==> config.mk <==
export PLATFORM = sky130hd
export DESIGN_NAME = cobs_rx_decoder
export DESIGN_NICKNAME = d
export VERILOG_FILES = /design/src/rtl/cobs_pkg.sv /design/src/rtl/byte_fifo.sv /design/src/rtl/cobs_rx_decoder.sv
export SDC_FILE = /design/constraint.sdc
export NUM_CORES = 1
export LEC_CHECK = 0
export ABC_AREA = 1
export BUFFER_PORTS_ARGS = -buffer_cell sky130_fd_sc_hd__buf_2
export CORE_MARGIN = 10
export CORE_UTILIZATION = 61
export DETAILED_ROUTE_END_ITERATION = 8
export GPL_TIMING_DRIVEN = 0
export PLACE_DENSITY_LB_ADDON = 0.12
export SLEW_MARGIN = 40
export SYNTH_ARGS = -nofsm -noshare
export SYNTH_HDL_FRONTEND = slang
export SYNTH_SLANG_ARGS = --single-unit
==> constraint.sdc <==
create_clock -name clk -period 3 [get_ports clk]
set_clock_uncertainty 0.1 [all_clocks]
set_input_delay 0.45 -clock clk [delete_from_list [all_inputs] [get_ports clk]]
set_output_delay 0.45 -clock clk [all_outputs]
set_load 0.02 [all_outputs]
==> src/rtl/cobs_pkg.sv <==
// cobs_pkg: shared types and constants for the COBS receive decoder.
//   state_e       decoder FSM states
//   fifo_entry_t  one FIFO entry: start-of-frame tag plus decoded byte
package cobs_pkg;

    typedef enum logic [1:0] {
        ST_CODE,
        ST_DATA,
        ST_DISCARD
    } state_e;

    localparam logic [7:0] COBS_DELIM   = 8'h00;
    localparam logic [7:0] COBS_MAXCODE = 8'hFF;

    typedef struct packed {
        logic       sof;
        logic [7:0] data;
    } fifo_entry_t;

endpackage

==> src/rtl/byte_fifo.sv <==
// byte_fifo: synchronous first-word-fall-through FIFO of {sof,data} entries.
//   clk, rst        clock, synchronous active-high reset (flushes pointers)
//   wr_en, wr_data  push; accepted when not full, or when full with rd_en
//   rd_en, rd_data  pop; rd_data is the current head (zero when empty)
//   full, empty     occupancy flags
//   level           current number of stored entries
module byte_fifo
    import cobs_pkg::*;
#(
    parameter int DEPTH = 16
) (
    input  logic                     clk,
    input  logic                     rst,
    input  logic                     wr_en,
    input  fifo_entry_t              wr_data,
    input  logic                     rd_en,
    output fifo_entry_t              rd_data,
    output logic                     full,
    output logic                     empty,
    output logic [$clog2(DEPTH):0]   level
);
    localparam int AW = $clog2(DEPTH);
    localparam logic [AW:0] PTR_ONE = 1;

    fifo_entry_t    mem_q [DEPTH];
    logic [AW:0]    wr_ptr_q, wr_ptr_d;
    logic [AW:0]    rd_ptr_q, rd_ptr_d;
    logic           wr_fire, rd_fire;

    // Pointers carry one extra wrap bit so full and empty are distinguishable.
    assign empty = (wr_ptr_q == rd_ptr_q);
    assign full  = (wr_ptr_q[AW] != rd_ptr_q[AW]) &&
                   (wr_ptr_q[AW-1:0] == rd_ptr_q[AW-1:0]);
    assign level = wr_ptr_q - rd_ptr_q;

    // When full, a simultaneous read frees the slot the write lands in.
    assign rd_fire = rd_en && !empty;
    assign wr_fire = wr_en && (!full || rd_fire);

    // Head is forced to zero when empty so the outputs read clean after reset.
    assign rd_data = empty ? '0 : mem_q[rd_ptr_q[AW-1:0]];

    always_comb begin
        wr_ptr_d = wr_ptr_q;
        rd_ptr_d = rd_ptr_q;
        if (wr_fire) wr_ptr_d = wr_ptr_q + PTR_ONE;
        if (rd_fire) rd_ptr_d = rd_ptr_q + PTR_ONE;
    end

    always_ff @(posedge clk) begin
        if (rst) begin
            wr_ptr_q <= '0;
            rd_ptr_q <= '0;
        end else begin
            wr_ptr_q <= wr_ptr_d;
            rd_ptr_q <= rd_ptr_d;
        end
    end

    always_ff @(posedge clk) begin
        if (wr_fire) mem_q[wr_ptr_q[AW-1:0]] <= wr_data;
    end

endmodule

==> src/rtl/cobs_rx_decoder.sv <==
// cobs_rx_decoder: streaming COBS decoder from the serial receiver to the
// command parser.
//   clk, rst                     clock, synchronous active-high reset
//   in_valid, in_data            raw received byte strobe (no backpressure)
//   out_valid, out_ready         FWFT handshake towards the parser
//   out_data, out_sof            decoded head byte and its start-of-frame tag
//   frame_end, err_trunc,        registered one-cycle event pulses
//   err_ovf
//   level                        FIFO occupancy
module cobs_rx_decoder
    import cobs_pkg::*;
#(
    parameter int DEPTH = 16
) (
    input  logic                     clk,
    input  logic                     rst,
    input  logic                     in_valid,
    input  logic [7:0]               in_data,
    output logic                     out_valid,
    input  logic                     out_ready,
    output logic [7:0]               out_data,
    output logic                     out_sof,
    output logic                     frame_end,
    output logic                     err_trunc,
    output logic                     err_ovf,
    output logic [$clog2(DEPTH):0]   level
);
    state_e      state_q, state_d;
    logic [7:0]  remain_q, remain_d;
    logic        pend_zero_q, pend_zero_d;
    logic        first_q, first_d;
    logic        started_q, started_d;
    logic        blk_ff_q, blk_ff_d;
    logic        frame_end_q, frame_end_d;
    logic        err_trunc_q, err_trunc_d;
    logic        err_ovf_q, err_ovf_d;

    logic        wr_req, wr_en, rd_en, refuse;
    logic [7:0]  wr_byte;
    logic        fifo_full, fifo_empty;
    fifo_entry_t head;

    assign out_valid = !fifo_empty;
    assign rd_en     = out_valid && out_ready;
    assign refuse    = fifo_full && !rd_en;
    assign wr_en     = wr_req && !refuse;
    assign out_data  = head.data;
    assign out_sof   = head.sof;
    assign frame_end = frame_end_q;
    assign err_trunc = err_trunc_q;
    assign err_ovf   = err_ovf_q;

    always_comb begin
        state_d     = state_q;
        remain_d    = remain_q;
        pend_zero_d = pend_zero_q;
        first_d     = first_q;
        started_d   = started_q;
        blk_ff_d    = blk_ff_q;
        frame_end_d = 1'b0;
        err_trunc_d = 1'b0;
        err_ovf_d   = 1'b0;
        wr_req      = 1'b0;
        wr_byte     = in_data;

        if (in_valid) begin
            if (in_data == COBS_DELIM) begin
                case (state_q)
                    ST_CODE: frame_end_d = started_q;
                    ST_DATA: err_trunc_d = 1'b1;
                    default: ;
                endcase
                // Any owed zero is dropped: a frame never ends in an implied zero.
                state_d     = ST_CODE;
                started_d   = 1'b0;
                pend_zero_d = 1'b0;
                first_d     = 1'b1;
            end else begin
                case (state_q)
                    ST_CODE: begin
                        // The zero owed by the previous block is only emitted
                        // once another block proves it was not the last.
                        wr_req    = pend_zero_q;
                        wr_byte   = COBS_DELIM;
                        started_d = 1'b1;
                        blk_ff_d  = (in_data == COBS_MAXCODE);
                        remain_d  = in_data - 8'd1;
                        if (in_data == 8'd1) begin
                            pend_zero_d = 1'b1;
                        end else begin
                            pend_zero_d = 1'b0;
                            state_d     = ST_DATA;
                        end
                    end
                    ST_DATA: begin
                        wr_req   = 1'b1;
                        remain_d = remain_q - 8'd1;
                        if (remain_q == 8'd1) begin
                            state_d     = ST_CODE;
                            // A full 0xFF block carries no implied zero.
                            pend_zero_d = !blk_ff_q;
                        end
                    end
                    default: ;
                endcase
                if (wr_req) begin
                    if (refuse) begin
                        err_ovf_d = 1'b1;
                        state_d   = ST_DISCARD;
                    end else begin
                        first_d = 1'b0;
                    end
                end
            end
        end
    end

    always_ff @(posedge clk) begin
        if (rst) begin
            state_q     <= ST_CODE;
            remain_q    <= '0;
            pend_zero_q <= 1'b0;
            first_q     <= 1'b1;
            started_q   <= 1'b0;
            blk_ff_q    <= 1'b0;
            frame_end_q <= 1'b0;
            err_trunc_q <= 1'b0;
            err_ovf_q   <= 1'b0;
        end else begin
            state_q     <= state_d;
            remain_q    <= remain_d;
            pend_zero_q <= pend_zero_d;
            first_q     <= first_d;
            started_q   <= started_d;
            blk_ff_q    <= blk_ff_d;
            frame_end_q <= frame_end_d;
            err_trunc_q <= err_trunc_d;
            err_ovf_q   <= err_ovf_d;
        end
    end

    byte_fifo #(.DEPTH(DEPTH)) u_fifo (
        .clk     (clk),
        .rst     (rst),
        .wr_en   (wr_en),
        .wr_data ('{sof: first_q, data: wr_byte}),
        .rd_en   (rd_en),
        .rd_data (head),
        .full    (fifo_full),
        .empty   (fifo_empty),
        .level   (level)
    );

endmodule

# Word level (Yosys, flattened, before mapping)
# Memories as Yosys holds them, arrays and structs flattened. A register that Yosys moved wholly into a read port is not among the register bits.
# Index checks and enable logic that the tools add are counted.
# Widths: inputs -> output; s select.
[classes]
add_sub_neg = 5
reduce_logical = 26
n_mux = 31
shifts = 0
multipliers = 0
n_lt_le_gt_ge = 0
div = 0
n_bitwise = 4
eq_ne = 9
[ops]
columns = ["cell", "count"]
rows = [
  ["$mux 8", 3],
  ["$eq 8x1->1 const B", 2],
  ["$mux 1", 16],
  ["$pmux 8 s2", 1],
  ["$sub 8x1->8 const B", 2],
  ["$reduce_and 3->1", 4],
  ["$add 5x1->5 const B", 2],
  ["$mux 2", 5],
  ["$mux 9", 1],
  ["$eq 8x8->1 const B", 1],
  ["$logic_not 8->1", 1],
  ["$mux 4", 2],
  ["$reduce_or 4->1", 2],
  ["$logic_and 1x1->1", 6],
  ["$reduce_bool 2->1", 3],
  ["$eq 5x5->1", 1],
  ["$logic_not 1->1", 5],
  ["$sub 5x5->5", 1],
  ["$eq 4x4->1", 1],
  ["$not 1->1", 4],
  ["$pmux 1 s2", 2],
  ["$pmux 2 s2", 1],
  ["$ne 3x3->1 const B", 1],
  ["$reduce_bool 3->1", 1],
  ["other kinds (7)", 7],
]
[word_totals]
in_bits = 12
reg_bits = 27
mem_bits_rw = 144
latch_bits = 0
elab_cells = 87
n_memories = 1
mem_bits_ro = 0
[mem_list]
columns = ["name", "depth", "width", "read_ports", "rd_ports_with_merged_regs", "write_ports", "line", "source"]
rows = [
  ["u_fifo.mem_q", 16, 9, 1, 1, 1, "byte_fifo.sv:25", "fifo_entry_t mem_q [DEPTH];"],
]

# Longest topological paths before layout
[logic_depth]
ltp_word = 10
depth_mapped = 11
depth_no_buf = 11

# Cells and area by module
# From an unflattened synthesis, not the netlist that was laid out.
[hier_totals]
cells_unflattened = 798
hier_area_um2 = 7931.4
[by_module_without_submodules]
columns = ["module", "cells_each", "area_each_um2", "n_inst", "seq_area_each_um2"]
rows = [
  ["byte_fifo", 595, 6661.4, 1, 4604.4],
  ["cobs_rx_decoder", 203, 1270.0, 1, 340.3],
]

# Least setup slack after synthesis
# Ideal clock, no wire load.
[synth_path]
path_kind = "input to register"
start = "input port in_data[0]"
end = "memory u_fifo.mem_q[7][0] in the netlist's numbering (enable)"
slack_ns = 0.534
path_buffers = 1
stages = 8
arrival_time_ns = 1.980
setup_time_ns = 0.387
path_cell_list = "inv_1 > ha_1 > nand2_1 > inv_1 > nand2_1 > nand3_2 > buf_6 > nor3_1"
[synth_via]
elab_chain_cells = 7
[synth_rtl]
columns = ["element", "line", "source"]
rows = [
  ["from (decl)", "cobs_rx_decoder.sv:18", "input logic [7:0] in_data,"],
  ["$logic_not 8->1", "cobs_rx_decoder.sv:67", "if (in_data == COBS_DELIM) begin"],
  ["$mux 1", "cobs_rx_decoder.sv:67", ""],
  ["$mux 1", "cobs_rx_decoder.sv:66", "if (in_valid) begin"],
  ["$logic_and 1x1->1", "cobs_rx_decoder.sv:46", "assign wr_en = wr_req && !refuse;"],
  ["$logic_and 1x1->1", "byte_fifo.sv:38", "assign wr_fire = wr_en && (!full || rd_fire);"],
  ["$mux 1", "byte_fifo.sv:61", "if (wr_fire) mem_q[wr_ptr_q[AW-1:0]] <= wr_data;"],
  ["$mux 1 (not written as such)", "byte_fifo.sv:61", ""],
  ["to (decl)", "byte_fifo.sv:25", ""],
]
# Every way passes these cells.

==> run metrics <==
DPL Wire Length 12.64 mm; Seq/Total Area, Yosys between 60% and 70%; drt pass-1 iters 5; I/O pin cnt 30; clk slew on worst S/H paths 0.06 ns; fillcell total 945; maximum root-to-sink buffer count 2; Routed Antenna Nets 0; final weighted congestion in routability-driven placement 0.9313; largest fanout on the critical path 10; Crit Path Class flip-flop to primary output; Num CTS Buffers 17; Post-Syn Area 7774 um2; drt drc 0; Final nets 863; first-pass GRT wire length 30.04 mm; Final WS setup 0.1516 ns; H-Tree Depth 4; Peak Freq about 0.35 GHz; pre-CTS setup slack 0.06627 ns; Finished Layout Cells 1020; footprint of the multi-input gates about 2600 um2; clk_lat worst skew 0.43 ns; R2R Path End u_fifo.mem_q[12][8]$_DFFE_PP_; Mean Syn Cell Area between 9 and 10 um2; Final Max Tran Viols 0; Mapped Nets 811; Final Cycle Share 94.95%; crit path launch type flip-flop; worst r2r path cells 9; Rel. slew slack 44.35%; CP Buf/Inv Count 4; worst vdd ir 428.3 uV; Yosys warning count 0; Hold WS 0.1799 ns; ratio of cells with drive above 1 in the final layout 13.68%; top cell family by delay on the critical path buffers and inverters; endpoints failing setup 0; ANT cells 0; Mapped Cells 784; register bit total from synthesis roughly 180; Die Y 132.9 um; Slowest-stage cell, CP dfxtp_1; clock root buffer clkbuf_16; DP Cell Count 987; Rows 41; Area growth syn-to-layout 13.76%; reported max-cap violation count 0; CTS Hold Bufs 0; worst path cell trace buf_2 -> inv_2 -> clkbuf_2 -> nand2_1 -> nand3_1 -> nand3_1 -> nand2_1 -> nand2_1 -> a21oi_1 -> buf_2; reg2reg start u_fifo.rd_ptr_q[2]$_SDFFE_PP0P_; largest net degree at the start of global routing 18; gr usage total 21.74%; WHS Path Cells 4; CTS tree built; crit path DAT between 2 and 2.5 ns; Worst EP required ~2.5 ns; Leak 0.003451 uW; vias in the first global route 5709; full die area 17660 um2; Starting Density between 60% and 70%; Min-Delay Endpoint remain_q[7]$_SDFFE_PP0P_; Final Hold Viols 0; most numerous cell on the critical path nand2_1; commonest non-fill, non-tap cell in the layout nand2_1; clock sinks 175; Worst Tran Pin Value 0.8316 ns; hold crit path type input pin to flip-flop; pwr dens a little over 700 nW/um2; area occupied by registers between 4000 and 5000 um2; RSZ-0062 raised after global routing no; final worst path period need between 2 and 3 ns; min-delay src rst; drt wl/cell 18.44 um; Core Region ~13000 um2; total number of vias 5898; initial antenna violation count 0; initial DRC count 524; # port buffers 29; commonest cells after routing, fill and taps aside nand2_1, edfxtp_1, nand3_1; status finished clean; detailed-route wire length ~19 mm; CP Capture Type primary output; Vias per Instance between 5 and 6; max incr delay on CP about 0.30 ns; GRT overflow 0; number of distinct library cells after synthesis 31; reg2reg setup slack a little over 0.3 ns; die width 132.9 um
-- how the worst max path moves through the flow --
stage	startpoint	end	slack [ns]	cells after the start
3_5_place_dp	in_data[0]	u_fifo.mem_q[10][5]$_DFFE_PP_	0.07	10
5_1_grt	flip-flop	out_data[1]	0.008	10
3_3_place_gp	in_data[0]	u_fifo.mem_q[3][8]$_DFFE_PP_	-0.34	9
6_report	flip-flop	out_data[3]	0.15	10
2_1_floorplan	in_data[0]	u_fifo.mem_q[7][0]$_DFFE_PP_	0.53	8
4_1_cts	flip-flop	out_data[2]	0.006	10
-- layer usage --
metal	track usage (%)	vias to the layer above	wire length (um)
met5	0	-	0
met4	9.963	0	469
met3	4.845	34	1583
met2	34.37	292	9065
met1	27.98	2795	7693
li1	-	2777	-
-- tightest hold or removal path: cells and delay by family --
| kind | cells | cell delay, ns |
|---|---|---|
| AOI/OAI and AO/OA | 1 | 0.04 |
| buffers and inverters | 2 | 0.13 |
| and+or+nand+nor | 1 | 0.05 |
-- metrics by stage --
stage	setup TNS, ns	total power (uW)	util, %	instance area [um2]
after detailed placement	0	4005	65.12	8184
final	0	6268	70.36	8843
after global placement	-6.726	3964	64.72	8134
after floorplan	0	3602	-	7774
after CTS	0	6230	69.92	8787
after global routing	0	6502	70.36	8843
-- area by class of cell --
class	count	share of cell area, %
plain buffers	31	1.684
clock buffers	19	4.895
clock inverters	12	1.910
inverters	45	1.952
multi-input cells	533	29.26
flip-flops and latches	175	55.91
well taps	172	2.433
repair buffers	33	1.952
-- report_power, final --
| part | switching, uW | internal (uW) | leakage [uW] |
|---|---|---|---|
| combinational | 893 | 379 | 0.00161 |
| sequential | 38.0 | 2690 | 0.00156 |
| clock | 892 | 1380 | 0.000284 |
| total | 1820 | 4440 | 0.00345 |
-- synthesized netlist by cell type, drive strengths merged --
library cell,instances,share of area [%]
nand2,245,12
edfxtp,144,56
nand3,134,8.8
nor2,57,3.0
inv,42,2.0
dfxtp,31,8.0
a21oi,28,1.9
o21ai,20,1.3
clkbuf,16,0.77
buf,15,1.0
ha,14,2.3
nor3,10,0.64
nand4,9,0.72
xnor2,6,0.68
xor2,5,0.66
clkinv,3,0.14
a21boi,1,0.097
a22oi,1,0.097
fa,1,0.26
o22ai,1,0.081
or2,1,0.081
-- state kept, by name (all words and copies together), names as in the netlist, 2 cells and up, named ones only --
| name | cells |
|---|---|
| u_fifo.mem_q | 144 |
| remain_q | 8 |
| u_fifo.rd_ptr_q | 5 |
| state_q | 2 |
| u_fifo.wr_ptr_q | 5 |
-- cell families after synthesis --
group	after synthesis	share of synthesized area, %
adders and majority gates	15	2.511
xor gates and xnor gates	11	1.336
buffers and inverters	76	3.943
and+or+nand+nor	456	25.14
AOI/OAI and AO/OA	51	3.461
DFF	175	63.61
-- repair_timing --
| item | in CTS | in global routing |
|---|---|---|
| pin swaps | 0 | 0 |
| buffers inserted | 0 | 2 |
| setup endpoints to repair | 2 | 9 |
| resized for setup | 1 | 16 |
Power figures use the tool's default switching activity.
